### src/rtl/f3m_cube_root_if.sv
// f3m_cube_root_if: start/done handshake and operand/result bus
// for the GF(3^97) cube-root unit.
interface f3m_cube_root_if #(
  parameter int W = 194
);
  logic         start;
  logic [W-1:0] in;
  logic [W-1:0] out;
  logic         busy;
  logic         done;

  modport master (
    output start, in,
    input  out, busy, done
  );

  modport slave (
    input  start, in,
    output out, busy, done
  );
endinterface

### src/rtl/f3m_cube_root.sv
// f3m_cube_root: GF(3^97) cube root as in^(3^(M-1)) by repeated cubing.
// Define F3M_CUBE_ROOT_UNROLL2_EN for two cubing stages per cycle.
module f3m_cube_root #(
  parameter int           M     = 97,
  parameter int           ITERS = 96,
  parameter logic [195:0] PX    =
    196'h4000000000000000000000000000000000000000001000002
) (
  input  logic           clk,
  input  logic           reset,
  f3m_cube_root_if.slave bus
);

  localparam int K = 12;

`ifdef F3M_CUBE_ROOT_UNROLL2_EN
  localparam logic [6:0] LAST = 7'(ITERS / 2 - 1);
`else
  localparam logic [6:0] LAST = 7'(ITERS - 1);
`endif

  typedef enum logic {
    IDLE,
    RUN
  } state_t;

  state_t state_q, state_d;

  logic [2*M-1:0] acc;
  logic [2*M-1:0] nxt;
  logic [2*M-1:0] out_q;
  logic [6:0]     cnt;
  logic           done_q;
  logic           load;
  logic           step;
  logic           fin;

  function automatic logic [1:0] f3_add(
    input logic [1:0] a,
    input logic [1:0] b
  );
    logic [2:0] s;
    s = {1'b0, a} + {1'b0, b};
    if (s >= 3'd3) s = s - 3'd3;
    return s[1:0];
  endfunction

  function automatic logic [1:0] f3_neg(input logic [1:0] a);
    return {a[0], a[1]};
  endfunction

  function automatic logic [1:0] f3_mul(
    input logic [1:0] c,
    input logic [1:0] p
  );
    logic [1:0] r;
    r = 2'd0;
    if (p == 2'd1) r = c;
    if (p == 2'd2) r = f3_neg(c);
    return r;
  endfunction

  // Frobenius spreads digit i to degree 3i; fold degrees >= M
  // back down with x^M = -(x^K*p_K + p_0).
  function automatic logic [2*M-1:0] cube(
    input logic [2*M-1:0] a
  );
    logic [1:0]     t [3*M-2];
    logic [1:0]     c;
    logic [2*M-1:0] r;
    for (int i = 0; i < 3*M-2; i++) t[i] = 2'd0;
    for (int i = 0; i < M; i++) t[3*i] = a[2*i +: 2];
    for (int d = 3*M-3; d >= M; d--) begin
      c = t[d];
      t[d-M] = f3_add(t[d-M],
        f3_neg(f3_mul(c, PX[1:0])));
      t[d-M+K] = f3_add(t[d-M+K],
        f3_neg(f3_mul(c, PX[2*K +: 2])));
    end
    r = '0;
    for (int i = 0; i < M; i++) r[2*i +: 2] = t[i];
    return r;
  endfunction

`ifdef F3M_CUBE_ROOT_UNROLL2_EN
  assign nxt = cube(cube(acc));
`else
  assign nxt = cube(acc);
`endif

  assign bus.out  = out_q;
  assign bus.done = done_q;
  assign bus.busy = (state_q == RUN);

  // FSM state register
  always_ff @(posedge clk or posedge reset) begin
    if (reset) state_q <= IDLE;
    else       state_q <= state_d;
  end

  // next state and datapath controls
  always_comb begin
    state_d = state_q;
    load    = 1'b0;
    step    = 1'b0;
    fin     = 1'b0;
    unique case (state_q)
      IDLE: begin
        if (bus.start) begin
          load    = 1'b1;
          state_d = RUN;
        end
      end
      RUN: begin
        step = 1'b1;
        if (cnt == LAST) begin
          fin     = 1'b1;
          state_d = IDLE;
        end
      end
      default: state_d = IDLE;
    endcase
  end

  // accumulator, counter and result registers
  always_ff @(posedge clk or posedge reset) begin
    if (reset) begin
      acc    <= '0;
      cnt    <= '0;
      out_q  <= '0;
      done_q <= 1'b0;
    end else begin
      done_q <= fin;
      if (load) begin
        acc <= bus.in;
        cnt <= '0;
      end else if (fin) begin
        acc <= nxt;
        cnt <= '0;
      end else if (step) begin
        acc <= nxt;
        cnt <= cnt + 7'd1;
      end
      if (fin) out_q <= nxt;
    end
  end

endmodule

### src/flat_wrapper.sv
// flat-port wrapper written by rule: the top's interface ports become plain ports
module f3m_cube_root_flat 
#(
  parameter int           M     = 97,
  parameter int           ITERS = 96,
  parameter logic [195:0] PX    =
    196'h4000000000000000000000000000000000000000001000002
)
  (clk, reset, bus_start, bus_in, bus_out, bus_busy, bus_done);
  f3m_cube_root_if bus_i ();
  input  logic clk;
  input  logic reset;
  input wire logic [$bits(bus_i.start)-1:0] bus_start;
  input wire logic [$bits(bus_i.in)-1:0] bus_in;
  output wire logic [$bits(bus_i.out)-1:0] bus_out;
  output wire logic [$bits(bus_i.busy)-1:0] bus_busy;
  output wire logic [$bits(bus_i.done)-1:0] bus_done;
  assign bus_i.start = bus_start;
  assign bus_i.in = bus_in;
  assign bus_out = bus_i.out;
  assign bus_busy = bus_i.busy;
  assign bus_done = bus_i.done;
  f3m_cube_root #(.M(M), .ITERS(ITERS), .PX(PX)) u_core (.clk(clk), .reset(reset), .bus(bus_i));
endmodule
### config.mk
export PLATFORM = sky130hd
export DESIGN_NAME = f3m_cube_root_flat
export DESIGN_NICKNAME = d
export VERILOG_FILES = /design/src/rtl/f3m_cube_root_if.sv /design/src/rtl/f3m_cube_root.sv /design/src/flat_wrapper.sv
export SDC_FILE = /design/constraint.sdc
export NUM_CORES = 1
export LEC_CHECK = 0
export CORE_AREA = 2 2 239 241
export CTS_BUF_LIST = sky130_fd_sc_hd__clkbuf_8
export CTS_CLUSTER_DIAMETER = 80
export DETAILED_ROUTE_END_ITERATION = 10
export DIE_AREA = 0 0 241 243
export HOLD_SLACK_MARGIN = 0.06
export PLACE_DENSITY = 0.73
export SETUP_SLACK_MARGIN = 0.1
export SLEW_MARGIN = 20
export SYNTH_ARGS = -nofsm -noshare
export SYNTH_HDL_FRONTEND = slang
export SYNTH_SLANG_ARGS = --single-unit
### constraint.sdc
create_clock -name clk -period 17.1 [get_ports clk]
set_input_delay 3.42 -clock clk [delete_from_list [all_inputs] [get_ports clk]]
set_output_delay 3.42 -clock clk [all_outputs]
set_load 0.01 [all_outputs]
### Word-level counts from Yosys, hierarchy flattened

Index checks and enable logic that the tools add are counted.

| word-level totals | value |
|---|---|
| flip-flop bits (word level) | 397 |
| latch bits | 0 |
| memory bits (writable) | 0 |
| ROM bits | 0 |
| logic and storage cells | 1,114 |
| memories | 0 |

| cells by class | value |
|---|---|
| $add $sub $neg | 437 |
| $mul | 0 |
| div/mod/pow operators | 0 |
| magnitude comparators | 328 |
| eq/ne operators | 1 |
| shift operators | 0 |
| mux-type cells | 341 |
| bitwise logic cells | 1 |
| reductions and logical operators | 1 |

Operators with widths:

| operator | count |
|---|---|
| 2-to-1 mux 2 bit | 328 |
| subtractor 2 bit, second input constant | 328 |
| 2-to-1 mux 194 bit | 3 |
| greater-or-equal comparator 2 bit, second input constant | 220 |
| adder 2 x 2 -> 3 bit | 108 |
| greater-or-equal comparator 3 x 2 -> 1 bit, second input constant | 108 |
| 2-to-1 mux 7 bit | 3 |
| adder 7 x 1 -> 7 bit, second input constant | 1 |
| equality test 7 bit, second input constant | 1 |
| 2-to-1 mux 1 bit | 6 |
| nonzero test 3 bit | 1 |
| one-hot mux 1 bit (2 select lines) | 1 |
| NOT 1 bit | 1 |

### Longest topological paths before layout

| logic depth | value |
|---|---|
| depth in word-level cells | 14 |
| gate-level depth with buffers | 23 |
| gate-level depth less buffers | 23 |

### Least setup slack after synthesis

OpenSTA, ideal clock, no wires.

| timing path | value |
|---|---|
| kind | register to register |
| start | reg u_core.acc[191] |
| end | reg u_core.acc[36] |
| library setup time | 83 ps |
| data arrival time | 4,868 ps |
| data required time | 17,017 ps |
| path slack | 12,149 ps |
| stages on the path, launching flop included | 18 |
| path buffers | 0 |
| period minus slack after synthesis | 4,951 ps |
| cell sequence | dfrtp_1 nor2b_1 ha_1 fa_1 ha_1 or3_1 a21oi_1 ha_1 fa_1 ha_1 o32a_1 ha_1 fa_1 ha_1 or4b_2 o21ai_0 nand2_1 o21ai_0 |

| on the way | value |
|---|---|
| longest elaborated chain between the ends | 14 |
| elaborated cells between the ends (all ways) | 31 |
| classes of those cells | add/sub: 12; order compare: 8; mux: 11 |

RTL lines:

| item | line | RTL |
|---|---|---|
| from (decl) | f3m_cube_root.sv:29 | `logic [2*M-1:0] acc;` |
| from (signal assigned) | f3m_cube_root.sv:135 | `acc <= bus.in;` |
| from (signal assigned) | f3m_cube_root.sv:138 | `acc <= nxt;` |
| from (signal assigned) | f3m_cube_root.sv:141 | `acc <= nxt;` |
| subtractor 2 bit or greater-or-equal comparator 2 bit (tied branches) | f3m_cube_root.sv:44 | `if (s >= 3'd3) s = s - 3'd3;` |
| 2-to-1 mux 2 bit | f3m_cube_root.sv:44 |  |
| adder 2 x 2 -> 3 bit | f3m_cube_root.sv:43 | `s = {1'b0, a} + {1'b0, b};` |
| greater-or-equal comparator 3 x 2 -> 1 bit or subtractor 2 bit (tied branches) | f3m_cube_root.sv:44 |  |
| 2-to-1 mux 2 bit | f3m_cube_root.sv:44 |  |
| adder 2 x 2 -> 3 bit | f3m_cube_root.sv:43 |  |
| greater-or-equal comparator 3 x 2 -> 1 bit or subtractor 2 bit (tied branches) | f3m_cube_root.sv:44 |  |
| 2-to-1 mux 2 bit | f3m_cube_root.sv:44 |  |
| adder 2 x 2 -> 3 bit * | f3m_cube_root.sv:43 |  |
| greater-or-equal comparator 3 x 2 -> 1 bit or subtractor 2 bit (tied branches) | f3m_cube_root.sv:44 |  |
| 2-to-1 mux 2 bit * | f3m_cube_root.sv:44 |  |
| 2-to-1 mux 194 bit | f3m_cube_root.sv:140 | `end else if (step) begin` |
| 2-to-1 mux 194 bit * | f3m_cube_root.sv:137 | `end else if (fin) begin` |
| 2-to-1 mux 194 bit * | f3m_cube_root.sv:134 | `if (load) begin` |

Every way passes the cells marked *; elsewhere a longest branch is shown, timed or not. The select of a mux whose other input is x is not followed.
A chain may end at the register's enable or synchronous reset.

==> results.sh <==
export IMPL_run_status="completed"
export IMPL_grt_pass1_wl_um=125000
export IMPL_die_area_um2=58600
export IMPL_gp_congestion=0.863
export IMPL_crit_path_frequent_cell="buf_4"
export IMPL_ys_flop_type="dfrtp_1"
export IMPL_die_y_um=243
export IMPL_cts_hold_buffers=0
export IMPL_cpLargestDelayFamily="buffers and inverters"
export IMPL_critPathKind="input port to async pin"
export IMPL_max_slew_margin_pct=7.94
export IMPL_first_pass_iters=5
export IMPL_ios=393
export IMPL_n_fill_cell=4792
export IMPL_ant_nets=0
export IMPL_numCtsBuffers=72
export IMPL_fin_crit_ns=5.63
export IMPL_drtIter0Drc=1338
export IMPL_max_stage_delay_ns=0.80
export IMPL_hold_violations=0
export IMPL_ys_warn_count=0
export IMPL_grt_usage_pct=27.5
export IMPL_syn_to_final_growth_pct=22.0
export IMPL_hold_path_class="flip-flop to flip-flop"
export IMPL_fin_ws_ns=11.47
export IMPL_cts_sinks=397
export IMPL_syn_inst=2964
export IMPL_antenna_found_initial=10
export IMPL_tightest_slew_ns=1.38
export IMPL_dp_hpwl_um=60900
export IMPL_syn_avg_cell_area_um2=9.16
export IMPL_synth_edf_count=0
export IMPL_synth_nets=3486
export IMPL_max_freq_ghz=0.178
export IMPL_via_per_inst=5.46
export IMPL_cp_max_fo=135
export IMPL_synth_area_um2=27100
export IMPL_routed_wl_um=81000
export IMPL_grt_pass1_vias=23300
export IMPL_io_buffers=392
export IMPL_yosysSeqAreaShare_pct=36.6
export IMPL_coreArea_um2=56000
export IMPL_cp_data_arrival_time_ns=6.26
export IMPL_end_kind="async pin"
export IMPL_cp_cell_sequence="clkdlybuf4s50_1 > inv_8 > buf_4 > buf_4"
export IMPL_drv_slew=0
export IMPL_cap_violations=0
export IMPL_wl_per_cell_um=19.5
export IMPL_finClkSkew_ns=0.0404
export IMPL_crit_slowest_cell="buf_4"
export IMPL_cp_required_ns=17.73
export IMPL_overflow=0
export IMPL_fin_crit_sh_pct=32.9
export IMPL_start_util_pct=48.5
export IMPL_setup_violations=0
export IMPL_htree_levels=3
export IMPL_grt_max_degree=268
export IMPL_fin_nets=3853
export IMPL_ys_ff_latch=397
export IMPL_utilization_pct=59.2
export IMPL_clock_root_buffer="clkbuf_8"
export IMPL_cp_start_kind="input port"
export IMPL_rsz0062_at_grt="no"
export IMPL_cts_setup_buffers=0
export IMPL_drc=0
export IMPL_cts_tree="built"
export IMPL_clk_latency_ns=0.66
export IMPL_fin_hold_ws_ns=0.475
export IMPL_finalSetupTns_ns=0
export IMPL_fp_dieW_um=241
export IMPL_drive_gt1_share_pct=4.85
export IMPL_post_cts_resized=0
export IMPL_path_buf_inv=4
export IMPL_clk_path_buf_depth=3
export IMPL_yosysUniqueCellTypes=47
export IMPL_path_clk_slew_ns=0.06
export IMPL_dp_slack_ns=10.73
export IMPL_placementRows=87
export IMPL_vias=22600
export IMPL_synthArstFlopShare_pct=100
-- stage by stage --
stage	instance area [µm²]	cells
floorplan	27100	2964
global placement	31600	4012
detailed placement	31600	4012
CTS	33100	4137
global route	33100	4143
finish	33100	4144
-- sequential cells by signal (all words and copies together), names as in the netlist --
| register | count |
|---|---|
| u_core.acc | 194 |
| u_core.bus.busy | 1 |
| u_core.bus.done | 1 |
| u_core.bus.out | 194 |
| u_core.cnt | 7 |
-- per-layer routing --
metal	global-route usage (%)	wire, µm	part of all wire (%)
met4	11.6	3050	3.8
met3	4.24	4580	5.7
met5	0	70	0.086
met1	36.0	34300	42
met2	45.4	39000	48
-- layout by cell type (no fill, tap or decap), types with 43 or more instances in the layout --
cell             count
ha_1               217
inv_1              253
o21ai_0            301
fa_1               108
clkbuf_8            93
nor2b_1            321
clkdlybuf4s50_1    391
nor3_1              43
a211oi_1            73
a21oi_1            145
nor2_1              48
nand2_1            541
mux2i_1            156
dfrtp_1            396
-- cell type report --
type / instances / area, µm² / share of cell area, %
flip-flops and latches: 397 / 9940 / 30.0
repair buffers: 405 / 4060 / 12.3
multi-input cells: 2214 / 15700 / 47.6
well taps: 756 / 946 / 2.86
diodes: 6 / 15.0 / 0.0454
inverters: 241 / 915 / 2.76
clock buffers: 93 / 1280 / 3.87
clock inverters: 32 / 200 / 0.605
-- Yosys cell counts (all sizes together), types with 6 or more instances --
library cell | n | area (µm²)
o32a | 11 | 110
nand2b | 26 | 163
dfrtp | 397 | 9930
clkbuf | 51 | 191
nor3 | 43 | 215
o32ai | 7 | 61.3
nor2b | 321 | 2010
buf | 61 | 380
a211oi | 73 | 548
o21ai | 301 | 1510
o21bai | 19 | 143
mux2i | 156 | 1560
nor2 | 48 | 180
inv | 241 | 907
nand2 | 542 | 2040
o21a | 9 | 67.6
and2 | 20 | 125
or4b | 6 | 60.1
a21oi | 145 | 726
nand3 | 11 | 55.1
ha | 217 | 2720
or3 | 15 | 93.8
nor3b | 29 | 218
mux2 | 42 | 473
nand3b | 41 | 308
fa | 108 | 2160
-- worst register-to-register path: stages (launching register included) --
cell and delay, ns:
dfrtp_1 0.38, nor2b_1 0.42, ha_1 0.25, fa_1 0.44
ha_1 0.23, or3_1 0.31, a21oi_1 0.16, ha_1 0.17
fa_1 0.45, ha_1 0.24, o32a_1 0.39, ha_1 0.23
fa_1 0.48, ha_1 0.24, or4b_2 0.66, o21ai_0 0.14
nand2_1 0.18, o21ai_0 0.16
-- cell families (layout without fill, tap and decap cells) --
kind of cell    after synthesis  in the layout  share of synthesized area, %
simple gates               1112           1112                          20.4
compound gates              577            577                          12.0
flops                       397            397                          36.6
buf+inv                     353            771                          5.45
fa+ha+maj                   325            325                          18.0
mux                         198            198                          7.50
xor+xnor                      2              2                        0.0646
other cells                   0              6                             0
-- worst paths after layout --
check,start,to,slack [ns],cells past startpoint
worst min-delay path,u_core.bus.out[58],u_core.bus.out[58],0.48,2
max in group clk,u_core.acc[190],u_core.acc[36],11.48,17
worst min register to register,u_core.bus.out[58],u_core.bus.out[58],0.48,2
min in group asynchronous,reset,u_core.acc[72],3.34,2
worst max-delay path,reset,u_core.bus.out[37],11.47,4
worst max register to register,u_core.acc[190],u_core.acc[36],11.48,17
Power is not shown: default switching activity piles up to over one toggle a cycle in this logic, so the estimate is an artifact.
